==> src/rtl/pipe_ctrl_pkg.sv <==
// Shared types and constants for the pipeline stall controller.
//   state_e      : controller FSM state encoding
//   stage_ctrl_t : per-cycle stage control bundle driven to the pipeline registers
//   WAIT_CNT_W   : width of the branch-wait cycle counter
package pipe_ctrl_pkg;

  localparam int unsigned WAIT_CNT_W = 4;

  typedef enum logic [1:0] {
    RUN     = 2'd0,
    LD_HOLD = 2'd1,
    BR_WAIT = 2'd2
  } state_e;

  typedef struct packed {
    logic en_f;
    logic en_d;
    logic flush_d;
    logic bubble_e;
    logic redirect;
  } stage_ctrl_t;

endpackage

==> src/rtl/pipeline_stall_ctrl_sat_counter.sv <==
// Saturating up-counter with synchronous clear and async active-low reset.
//   clk, rst_n : clock and asynchronous active-low reset
//   clr        : synchronous clear to zero (wins over inc)
//   inc        : increment enable; holds at all-ones once saturated
//   count      : registered count value
module sat_counter #(
  parameter int unsigned W = 8
) (
  input  logic         clk,
  input  logic         rst_n,
  input  logic         clr,
  input  logic         inc,
  output logic [W-1:0] count
);

  // Count register; stops at all-ones instead of wrapping.
  always_ff @(posedge clk or negedge rst_n) begin
    if (!rst_n) begin
      count <= '0;
    end else if (clr) begin
      count <= '0;
    end else if (inc && (count != '1)) begin
      count <= count + W'(1);
    end
  end

endmodule

==> src/rtl/pipeline_stall_ctrl.sv <==
// Pipeline stall controller: turns hazard-unit stall requests into stage
// enables, flush/bubble controls and the PC redirect strobe.
//   clk, rst_n                  : clock, asynchronous active-low reset
//   load_use_req                : load-use hazard request (one bubble per hazard)
//   branch_req                  : branch/jump in Decode, fetch must hold
//   resolve_valid/resolve_taken : execute-stage branch resolution handshake
//   en_f, en_d                  : fetch / IF-ID write enables (Mealy)
//   flush_d, bubble_e           : NOP insertion into IF-ID / ID-EX (Mealy)
//   redirect                    : PC takes branch target this cycle (Mealy)
//   stall_active                : high whenever en_f is low
//   stall_cycles                : saturating count of en_f=0 cycles
//   timeout_err, protocol_err   : sticky error flags, cleared only by reset
module pipeline_stall_ctrl
  import pipe_ctrl_pkg::*;
#(
  parameter int unsigned WAIT_MAX = 4,
  parameter int unsigned CNT_W    = 16
) (
  input  logic             clk,
  input  logic             rst_n,
  input  logic             load_use_req,
  input  logic             branch_req,
  input  logic             resolve_valid,
  input  logic             resolve_taken,
  output logic             en_f,
  output logic             en_d,
  output logic             flush_d,
  output logic             bubble_e,
  output logic             redirect,
  output logic             stall_active,
  output logic [CNT_W-1:0] stall_cycles,
  output logic             timeout_err,
  output logic             protocol_err
);

  // wait_cnt value whose increment brings it to WAIT_MAX.
  localparam logic [WAIT_CNT_W-1:0] WAIT_LAST = WAIT_CNT_W'(WAIT_MAX - 1);

  state_e                  state, state_nxt_c;
  stage_ctrl_t             ctrl_c;
  logic                    wait_clr_c;
  logic                    wait_inc_c;
  logic                    timeout_set_c;
  logic                    protocol_set_c;
  logic [WAIT_CNT_W-1:0]   wait_cnt;

  // State register.
  always_ff @(posedge clk or negedge rst_n) begin
    if (!rst_n) begin
      state <= RUN;
    end else begin
      state <= state_nxt_c;
    end
  end

  // Next-state and Mealy stage-control decode.
  always_comb begin
    ctrl_c      = '{en_f: 1'b1, en_d: 1'b1, default: 1'b0};
    state_nxt_c = state;
    wait_clr_c  = 1'b0;
    wait_inc_c  = 1'b0;
    case (state)
      RUN, LD_HOLD: begin
        if ((state == RUN) && load_use_req) begin
          ctrl_c.en_f     = 1'b0;
          ctrl_c.en_d     = 1'b0;
          ctrl_c.bubble_e = 1'b1;
          state_nxt_c     = LD_HOLD;
        end else if (branch_req && resolve_valid) begin
          ctrl_c.redirect = resolve_taken;
          state_nxt_c     = RUN;
        end else if (branch_req) begin
          ctrl_c.en_f    = 1'b0;
          ctrl_c.flush_d = 1'b1;
          wait_clr_c     = 1'b1;
          state_nxt_c    = BR_WAIT;
        end else if ((state == LD_HOLD) && load_use_req) begin
          // A request still held after its bubble is the same hazard: stay masked.
          state_nxt_c = LD_HOLD;
        end else begin
          state_nxt_c = RUN;
        end
      end
      BR_WAIT: begin
        if (resolve_valid) begin
          ctrl_c.redirect = resolve_taken;
          state_nxt_c     = RUN;
        end else begin
          ctrl_c.en_f    = 1'b0;
          ctrl_c.flush_d = 1'b1;
          wait_inc_c     = 1'b1;
        end
      end
      default: begin
        state_nxt_c = RUN;
      end
    endcase
  end

  assign en_f         = ctrl_c.en_f;
  assign en_d         = ctrl_c.en_d;
  assign flush_d      = ctrl_c.flush_d;
  assign bubble_e     = ctrl_c.bubble_e;
  assign redirect     = ctrl_c.redirect;
  assign stall_active = ~ctrl_c.en_f;

  // Timeout fires on the edge where wait_cnt reaches WAIT_MAX.
  assign timeout_set_c  = wait_inc_c && (wait_cnt >= WAIT_LAST);
  assign protocol_set_c = (state != BR_WAIT) && resolve_valid && !branch_req;

  // Sticky error flags.
  always_ff @(posedge clk or negedge rst_n) begin
    if (!rst_n) begin
      timeout_err  <= 1'b0;
      protocol_err <= 1'b0;
    end else begin
      if (timeout_set_c) begin
        timeout_err <= 1'b1;
      end
      if (protocol_set_c) begin
        protocol_err <= 1'b1;
      end
    end
  end

  // Cycles spent waiting for branch resolution.
  sat_counter #(.W(WAIT_CNT_W)) u_wait_cnt (
    .clk   (clk),
    .rst_n (rst_n),
    .clr   (wait_clr_c),
    .inc   (wait_inc_c),
    .count (wait_cnt)
  );

  // Total fetch-stall cycles since reset.
  sat_counter #(.W(CNT_W)) u_stall_cnt (
    .clk   (clk),
    .rst_n (rst_n),
    .clr   (1'b0),
    .inc   (~ctrl_c.en_f),
    .count (stall_cycles)
  );

endmodule
==> config.mk <==
export PLATFORM = sky130hd
export DESIGN_NAME = pipeline_stall_ctrl
export DESIGN_NICKNAME = d
export VERILOG_FILES = /design/src/rtl/pipe_ctrl_pkg.sv /design/src/rtl/pipeline_stall_ctrl_sat_counter.sv /design/src/rtl/pipeline_stall_ctrl.sv
export SDC_FILE = /design/constraint.sdc
export NUM_CORES = 1
export LEC_CHECK = 0
export BUFFER_PORTS_ARGS = -buffer_cell sky130_fd_sc_hd__buf_2
export CAP_MARGIN = 20
export CORE_MARGIN = 5
export CORE_UTILIZATION = 55
export DETAILED_ROUTE_END_ITERATION = 7
export PLACE_DENSITY_LB_ADDON = 0.12
export RECOVER_POWER = 50
export SKIP_CTS_REPAIR_TIMING = 1
export SLEW_MARGIN = 25
export SYNTH_ARGS = -nofsm -noshare
export SYNTH_HDL_FRONTEND = slang
export SYNTH_SLANG_ARGS = --single-unit
export TNS_END_PERCENT = 50
==> constraint.sdc <==
create_clock -name clk -period 3.4 [get_ports clk]
set_input_delay 0.68 -clock clk [delete_from_list [all_inputs] [get_ports clk]]
set_output_delay 0.68 -clock clk [all_outputs]
set_load 0.005 [all_outputs]
==> flow_summary.yaml, run 1 <==
worst_setup_path:
  worst_path_largest_cell_delay_ns: 0.41
  setup.worst_path.end: "en_f"
  slowest_stage: "dfrtp_1"
  critPathRequiredTime_ns: 2.72
  reg2reg_depth: 5
  cp_data_arrival_time_ns: 1.48
  cp-startpoint: "state[0]$_DFFE_PN0N_"
  cp-start-kind: "flip-flop"
  end_kind: "output pin"
  r2r-end: "u_stall_cnt.count[1]$_DFFE_PN0P_"
  r2r_start: "u_stall_cnt.count[0]$_DFFE_PN0P_"
  crit_type: "flip-flop to output pin"
  worst-path-max-fanout: 5
  rrSetupSlack_ns: 1.57
  crit_chain: "nand2b_1 -> a21o_1 -> nand2_1 -> inv_1 -> buf_2"
cells_and_area:
  final_nets: 148
  diodes: 0
  stdcell_area_um2: 1403
  syn2layout_area_growth_pct: 18.25
  fin_cells: 166
  drive_above_1_share_pct: 25.90
place:
  io_buffers: 29
  hpwl_um: 1665
  pre_cts_ws_ns: 1.308
  dp.cells: 162
  place_area_um2: 1354
  place.gp.congestion: 0.7432
drt:
  vias_per_cell: 5.404
  avgRoutedWirePerCell_um: 12.97
  drtIter0Drc: 10
  drt_pass1_iterations: 4
  ant_nets: 0
  drc: 0
  vias: 897
  wl_um: 2153
cts:
  clockBufferDepth: 2
  clock_latency_ns: 0.31
  clk_pin_slew_ns: 0.13
  numCtsBuffers: 3
  root_buffer: "clkbuf_4"
  cts_tree: "built"
  cts_max_level: 1
  numClockSinks: 24
yosys:
  synthXorXnorAreaFrac_pct: 11.08
  synth_ff_type: "dfrtp_1"
  async_flop_share_pct: 100.0
  ys_types: 33
  ys_seq_area_share_pct: 50.63
  synth_top_family_by_area: "simple AND/OR/NAND/NOR gates"
  synth.area.mux_share_pct: 1.793
  synth_top_area_share_pct: 50.63
  syn-cell-area_um2: 1186
  synth_edf_count: 0
  ys_ff_latch: 24
  netlist_instances: 107
  synth_top_area_cell: "dfrtp_1"
  synth.avg_cell_area_um2: 11.09
  synth-compound-area-share_pct: 9.810
  yosys_warnings: 0
  synth-adder-area-share_pct: 2.110
  ys_top_cells_by_area: "dfrtp_1 51%, xnor2_1 8.1%, nand4_1 4.2%, nand3_1 3.0%, xor2_1 3.0%"
  synthSimpleGateAreaFrac_pct: 21.73
  syn-num-nets: 115
sta:
  min_period_ns: 2.162
  slew_headroom_pct: 16.60
  hold_viol_final: 0
  fmax_mhz: 462.4
  setup_ws_ns: 1.238
  slew_violations: 0
  finalCritPeriodShare_pct: 63.60
  finalSetupViolCount: 0
  finClkSkew_ns: 0.003597
  rsz0062_at_grt: "false"
  fin_tns_setup_ns: 0
  worstMarginPinSlew_ns: 1.251
floorplan:
  fp.dieH_um: 56.44
  io_pins: 30
  die_area_um2: 3185
  die_w_um: 56.44
  floorplan.initialDensity_pct: 59.25
  rows: 16
  core_um2: 2002
global_routing:
  grt_pass1_wl_um: 4071
  antenna_found_initial: 0
  overflow: 0
  grt_pass1_vias: 950
  track_usage_pct: 15.86
  grt_max_degree: 25
power:
  powerDensity_nw_per_um2: 573.7
  ir_drop_v: 0.0004224
  power_frac_clock_pct: 25.4
  power_frac_seq_pct: 50.9
  p_comb_share_pct: 23.6
  switching_share_pct: 30.27
  cellLeakagePower_nw: 0.6897
  p_switching_mw: 0.2436
  p_int_mw: 0.5611
worst_hold_path:
  hold_path.class: "flip-flop to flip-flop"
  hp-start: "timeout_err$_DFFE_PN0P_"
flow_run:
  maxCapViolations: 0
run_status:
  status: "finished, final reports clean"
## worst min-delay path by stage
| stage | to | slack [ns] | cells after the start |
|---|---|---|---|
| after floorplan | protocol_err$_DFFE_PN0P_ | 0.38 | 0 |
| after global placement | timeout_err$_DFFE_PN0P_ | 0.43 | 1 |
| after detailed placement | timeout_err$_DFFE_PN0P_ | 0.45 | 1 |
| after CTS | u_stall_cnt.count[12]$_DFFE_PN0P_ | 0.33 | 1 |
| after global routing | state[0]$_DFFE_PN0N_ | 0.49 | 1 |
| final | timeout_err$_DFFE_PN0P_ | 0.47 | 1 |
## Yosys cell counts (2+ instances only)
| cell | number |
|---|---|
| dfrtp_1 | 24 |
| xnor2_1 | 11 |
| nand4_1 | 8 |
| nand3_1 | 7 |
| nor2_1 | 7 |
| inv_1 | 6 |
| nand2b_1 | 4 |
| xor2_1 | 4 |
| and2_1 | 3 |
| and3_1 | 3 |
| nand2_1 | 3 |
| a21o_1 | 2 |
| ha_1 | 2 |
| nor2b_1 | 2 |
| nor3_1 | 2 |
| or3_1 | 2 |
## layout make-up
class                           count  area (um^2)
Sequential cell                    24        600.6
Fill cell                         177        599.3
Multi-Input combinational cell     76        551.8
Timing Repair Buffer               29        141.4
Tap cell                           27        33.78
Clock inverter                      1        30.03
Clock buffer                        3        22.52
Inverter                            6        22.52
## per-stage QoR
step	util, %	hold slack (ns)	total power [mW]
2_1_floorplan	-	0.3844	0.5198
3_3_place_gp	67.63	0.4348	0.5994
3_5_place_dp	67.63	0.4466	0.6097
4_1_cts	70.25	0.3325	0.8140
5_1_grt	70.06	0.4872	0.8684
6_report	70.06	0.4723	0.8047
## routing by layer
layer / track usage, % / part of all wire (%)
met5: 0 / 0
met2: 26.24 / 48
met4: 7.119 / 1.4
met1: 19.88 / 43
met3: 2.982 / 7.5
## placed cells by master (no fill, tap or decap), types with 2 or more instances in the layout
| master | synthesis | routed |
|---|---|---|
| or3_1 | 2 | 2 |
| clkbuf_1 | 0 | 3 |
| nand2b_1 | 4 | 4 |
| nand3_1 | 7 | 7 |
| clkbuf_4 | 0 | 3 |
| ha_1 | 2 | 2 |
| nor3_1 | 2 | 2 |
| buf_2 | 0 | 26 |
| nor2_1 | 7 | 7 |
| nand2_1 | 3 | 3 |
| dfrtp_1 | 24 | 24 |
| and3_1 | 3 | 3 |
| nor2b_1 | 2 | 2 |
| nand4_1 | 8 | 8 |
| and2_1 | 3 | 3 |
| xor2_1 | 4 | 4 |
| xnor2_1 | 11 | 11 |
| a21o_1 | 2 | 2 |
| inv_1 | 6 | 6 |
## logic make-up after synthesis
logic type      Yosys count
simple gates             44
flops                    24
mux                       2
xor+xnor                 15
buf+inv                   7
fa+ha+maj                 2
compound gates           13
## critical path, delay by kind of cell, from the launching register on
kind                   cells  cell delay (ns)
buffers and inverters      2             0.16
DFF                        1             0.41
and+or+nand+nor            2             0.34
AOI/OAI and AO/OA          1             0.26
## flip-flops by register name, summed over array words and instances, names as in the netlist
signal	cells
protocol_err	1
state	2
timeout_err	1
u_stall_cnt.count	16
u_wait_cnt.count	4
## power by group through the flow
stage / registers, mW / logic [mW] / clock network [mW]
4_1_cts: 0.408 / 0.197 / 0.209
3_5_place_dp: 0.414 / 0.196 / 0
6_report: 0.410 / 0.190 / 0.205
3_3_place_gp: 0.409 / 0.190 / 0
5_1_grt: 0.421 / 0.223 / 0.225
2_1_floorplan: 0.410 / 0.109 / 0
Power figures use the tool's default switching activity.
==> run 2, diff against run 1 <==
--- a/config.mk
+++ b/config.mk
@@ -8,7 +8,7 @@
 export BUFFER_PORTS_ARGS = -buffer_cell sky130_fd_sc_hd__buf_2
 export CAP_MARGIN = 20
 export CORE_MARGIN = 5
-export CORE_UTILIZATION = 55
+export CORE_UTILIZATION = 46
 export DETAILED_ROUTE_END_ITERATION = 7
 export PLACE_DENSITY_LB_ADDON = 0.12
 export RECOVER_POWER = 50
==> constraint.sdc (replaced) <==
create_clock -name clk -period 1.8 [get_ports clk]
set_input_delay 0.36 -clock clk [delete_from_list [all_inputs] [get_ports clk]]
set_output_delay 0.36 -clock clk [all_outputs]
set_load 0.005 [all_outputs]
==> flow_summary.yaml, run 2 (synthesized netlist as in run 1, its figures left out) <==
floorplan:
  io_pins: 30
  die_w_um: 60.78
  fp.dieH_um: 60.78
  core_um2: 2477
  floorplan.initialDensity_pct: 47.88
  rows: 18
  die_area_um2: 3694
power:
  p_int_mw: 1.091
  cellLeakagePower_nw: 0.7268
  powerDensity_nw_per_um2: 1070
  power_frac_seq_pct: 49.3
  power_frac_clock_pct: 24.8
  ir_drop_v: 0.0009009
  switching_share_pct: 30.49
  p_switching_mw: 0.4784
  p_comb_share_pct: 25.9
sta:
  worstMarginPinSlew_ns: 1.229
  slew_headroom_pct: 18.08
  fmax_mhz: 577.8
  hold_viol_final: 0
  finClkSkew_ns: 0.007213
  slew_violations: 0
  min_period_ns: 1.731
  finalSetupViolCount: 0
  finalCritPeriodShare_pct: 96.15
  rsz0062_at_grt: "true"
  fin_tns_setup_ns: 0
cells_and_area:
  stdcell_area_um2: 1466
  largest_register_ffs: 16
  final_nets: 154
  final_common_cell: "buf_2"
  regMostFlops: "u_stall_cnt.count"
  utilization_pct: 59.19
  syn2layout_area_growth_pct: 23.63
  top_regs: "u_stall_cnt.count x16, u_wait_cnt.count x4, state x2"
  layout_common_cells: "28 x buf_2, 24 x dfrtp_1, 11 x xnor2_1, 8 x nand4_1"
  diodes: 0
  drive_above_1_share_pct: 32.41
  fin_cells: 175
drt:
  avgRoutedWirePerCell_um: 13.51
  wl_um: 2364
  drc: 0
  ant_nets: 0
  drt_pass1_iterations: 6
  vias_per_cell: 5.291
  vias: 926
  drtIter0Drc: 30
cts:
  cts_max_level: 1
  root_buffer: "clkbuf_4"
  clockBufferDepth: 2
  numClockSinks: 24
  numCtsBuffers: 3
  clock_latency_ns: 0.31
  clk_pin_slew_ns: 0.13
  cts_tree: "built"
place:
  dp.cells: 169
  place.gp.congestion: 0.8231
  hpwl_um: 1792
  place_area_um2: 1388
  io_buffers: 29
global_routing:
  overflow: 0
  antenna_found_initial: 0
  grt_max_degree: 25
  track_usage_pct: 13.78
  grt_pass1_wl_um: 3781
  grt_pass1_vias: 842
flow_run:
  maxCapViolations: 0
worst_setup_path:
  crit_type: "flip-flop to output pin"
  end_kind: "output pin"
  worst-path-max-fanout: 6
  reg2reg_depth: 6
  cp_data_arrival_time_ns: 1.37
  cp-start-kind: "flip-flop"
  critPathRequiredTime_ns: 1.44
run_status:
  status: "finished, final reports clean"
worst_hold_path:
  hold_path.class: "input pin to flip-flop"
  min_path_cells: 2
## run 2: cell count changes in the layout (fill, tap and decap cells not counted), sizes merged
cell	before	now
buf	26	34
clkbuf	6	4
## run 2: per-stage QoR
| stage | hold slack [ns] | total power [mW] | setup slack (ns) |
|---|---|---|---|
| finish | 0.2648 | 1.569 | 0.06934 |
| global route | 0.2721 | 1.667 | -0.01838 |
| CTS | 0.01549 | 1.570 | -0.03049 |
| detailed placement | 0.3707 | 1.184 | 0.005203 |
| global placement | 0.3659 | 1.164 | 0.05657 |
| floorplan | 0.06441 | 0.9819 | 0.05234 |
## run 2: critical path, cell delays in order (launching register included)
cell and delay (ns):
dfrtp_1 0.41, nand2b_1 0.16, or2_4 0.28, nand2_2 0.07
inv_1 0.03, buf_2 0.11
## run 2: worst paths after layout
kind | end | start | slack (ns)
max | en_f | state[0]$_DFFE_PN0N_ | 0.07
min | state[0]$_DFFE_PN0N_ | branch_req | 0.26
max reg2reg | u_stall_cnt.count[15]$_DFFE_PN0P_ | state[1]$_DFFE_PN0N_ | 0.09
min reg2reg | timeout_err$_DFFE_PN0P_ | timeout_err$_DFFE_PN0P_ | 0.46
max in group asynchronous | state[0]$_DFFE_PN0N_ | rst_n | 0.81
min in group asynchronous | u_stall_cnt.count[5]$_DFFE_PN0P_ | rst_n | 0.27
## run 2: power by group through the flow
stage	Combinational, mW	Sequential, mW	Clock [mW]
2_1_floorplan	0.207	0.775	0
3_3_place_gp	0.391	0.773	0
3_5_place_dp	0.402	0.781	0
4_1_cts	0.405	0.771	0.394
5_1_grt	0.462	0.789	0.416
6_report	0.407	0.773	0.390
## run 2: layer usage
layer / global-route usage, % / vias to the layer above / wire [um] / part of all wire (%)
met5: 0 / - / 0 / 0
met4: 6.192 / 0 / 36 / 1.5
met3: 2.766 / 4 / 133 / 5.6
met2: 21.22 / 24 / 1138 / 48
met1: 18.73 / 447 / 1055 / 45
li1: - / 451 / - / -
## run 2: final cells by class
type | count | area, um^2
sequential | 24 | 600.6
timing repair buffer | 35 | 192.7
tap | 30 | 37.54
inverter | 6 | 22.52
clock buffer | 3 | 22.52
fill | 226 | 1011
multi-input combinational | 76 | 560.5
clock inverter | 1 | 30.03
==> run 3, diff against run 2 <==
--- a/config.mk
+++ b/config.mk
@@ -8,7 +8,7 @@
 export BUFFER_PORTS_ARGS = -buffer_cell sky130_fd_sc_hd__buf_2
 export CAP_MARGIN = 20
 export CORE_MARGIN = 5
-export CORE_UTILIZATION = 46
+export CORE_UTILIZATION = 51
 export DETAILED_ROUTE_END_ITERATION = 7
 export PLACE_DENSITY_LB_ADDON = 0.12
 export RECOVER_POWER = 50
==> constraint.sdc (replaced) <==
create_clock -name clk -period 1.6 [get_ports clk]
set_input_delay 0.32 -clock clk [delete_from_list [all_inputs] [get_ports clk]]
set_output_delay 0.32 -clock clk [all_outputs]
set_load 0.005 [all_outputs]
==> flow_summary.yaml, run 3 (synthesized netlist as in run 1, its figures left out) <==
cts:
  cts_max_level: 1
  clock_latency_ns: 0.30
  numCtsBuffers: 3
  root_buffer: "clkbuf_4"
  cts_tree: "built"
  clk_pin_slew_ns: 0.12
  clockBufferDepth: 2
  numClockSinks: 24
cells_and_area:
  top_regs: "u_stall_cnt.count x16, u_wait_cnt.count x4, state x2"
  stdcell_area_um2: 1668
  final_nets: 177
  diodes: 0
  layout_common_cells: "27 x buf_2, 27 x buf_4, 24 x dfrtp_1, 11 x xnor2_1, 8 x nand4_1"
  fin_cells: 195
  largest_register_ffs: 16
  drive_above_1_share_pct: 47.31
  utilization_pct: 75.40
  regMostFlops: "u_stall_cnt.count"
  syn2layout_area_growth_pct: 40.61
global_routing:
  grt_pass1_wl_um: 4181
  grt_max_degree: 25
  track_usage_pct: 15.67
  antenna_found_initial: 0
  grt_pass1_vias: 993
  overflow: 0
sta:
  hold_viol_final: 0
  fin_tns_setup_ns: -1.269
  fmax_mhz: 572.7
  hold-worst-slack_ns: 0.2648
  min_period_ns: 1.746
  finalSetupViolCount: 12
  rsz0062_at_grt: "true"
  slew_headroom_pct: 13.43
  setup_ws_ns: -0.1460
  finalCritPeriodShare_pct: 109.1
  slew_violations: 0
  finClkSkew_ns: 0.006318
  worstMarginPinSlew_ns: 1.299
drt:
  avgRoutedWirePerCell_um: 14.08
  wl_um: 2745
  drtIter0Drc: 25
  vias: 1036
  drt_pass1_iterations: 4
  ant_nets: 0
  drc: 0
  vias_per_cell: 5.313
power:
  p_comb_share_pct: 39.0
  p_switching_mw: 0.5646
  finalPower_mw: 1.766
  ir_drop_v: 0.0009485
  powerDensity_nw_per_um2: 1059
  power_frac_seq_pct: 46.6
  switching_share_pct: 31.97
  p_int_mw: 1.201
  power_frac_clock_pct: 14.5
  cellLeakagePower_nw: 0.8503
worst_setup_path:
  cp-start-kind: "flip-flop"
  worst_path_largest_cell_delay_ns: 0.42
  worst-path-max-fanout: 3
  crit_type: "flip-flop to output pin"
  crit_chain: "nand2b_4 -> buf_4 -> nand2_1 -> o21ai_2 -> and3_1 -> buf_2"
  slowest_stage: "dfrtp_1"
  end_kind: "output pin"
  rrSetupSlack_ns: -0.15
  cp_data_arrival_time_ns: 1.43
  critPathRequiredTime_ns: 1.28
run_status:
  status: "complete, but fails checks"
  violations: "setup timing"
place:
  io_buffers: 29
  place.gp.congestion: 0.7747
  place_area_um2: 1526
  hpwl_um: 1990
  dp.cells: 185
  pre_cts_ws_ns: -0.06875
floorplan:
  fp.dieH_um: 58.23
  io_pins: 30
  die_area_um2: 3390
  rows: 17
  die_w_um: 58.23
  core_um2: 2212
  floorplan.initialDensity_pct: 53.62
worst_hold_path:
  hold_path.class: "input pin to flip-flop"
flow_run:
  maxCapViolations: 0
run 3: cell types whose count changed in the layout (fill, tap and decap cells not counted), moves of 2 or more:
cell and change:
buf_4 +22, buf_6 +2, inv_1 -2, inv_2 +2, nand2b_1 -2, nand2b_4 +2
run 3: power groups by stage:
stage | sequential, mW | clock (mW) | combinational (mW)
6_report | 0.823 | 0.256 | 0.688
5_1_grt | 0.840 | 0.296 | 0.754
3_3_place_gp | 0.827 | 0 | 0.610
4_1_cts | 0.822 | 0.260 | 0.639
3_5_place_dp | 0.836 | 0 | 0.635
2_1_floorplan | 0.873 | 0 | 0.255
run 3: critical path, delay by kind of cell, from the launching register on:
kind                   cells  cell delay [ns]
AOI/OAI and AO/OA          1             0.07
and+or+nand+nor            3             0.40
DFF                        1             0.42
buffers and inverters      2             0.25
run 3: layout make-up:
| type | instances | area, um^2 |
|---|---|---|
| Clock buffer | 3 | 22.52 |
| Fill cell | 154 | 544.3 |
| Inverter | 6 | 22.52 |
| Multi-Input combinational cell | 76 | 611.8 |
| Sequential cell | 24 | 600.6 |
| Tap cell | 28 | 35.03 |
| Timing Repair Buffer | 58 | 375.4 |
run 3: worst paths after layout:
path | start | endpoint | cells past startpoint
hold / removal | load_use_req | state[0]$_DFFE_PN0N_ | 3
min in group asynchronous | rst_n | u_stall_cnt.count[9]$_DFFE_PN0P_ | 1
setup / recovery | state[0]$_DFFE_PN0N_ | redirect | 6
hold reg to reg | protocol_err$_DFFE_PN0P_ | protocol_err$_DFFE_PN0P_ | 1
setup reg to reg | state[0]$_DFFE_PN0N_ | u_stall_cnt.count[11]$_DFFE_PN0P_ | 7
max in group asynchronous | rst_n | u_wait_cnt.count[0]$_DFFE_PN0P_ | 1
run 3: per-layer routing:
metal	global-route usage, %	share of wire (%)	routed length, um
met2	25.48	48	1307
met3	2.450	5.2	143
met5	0	0	0
met1	20.85	45	1246
met4	6.291	1.7	46
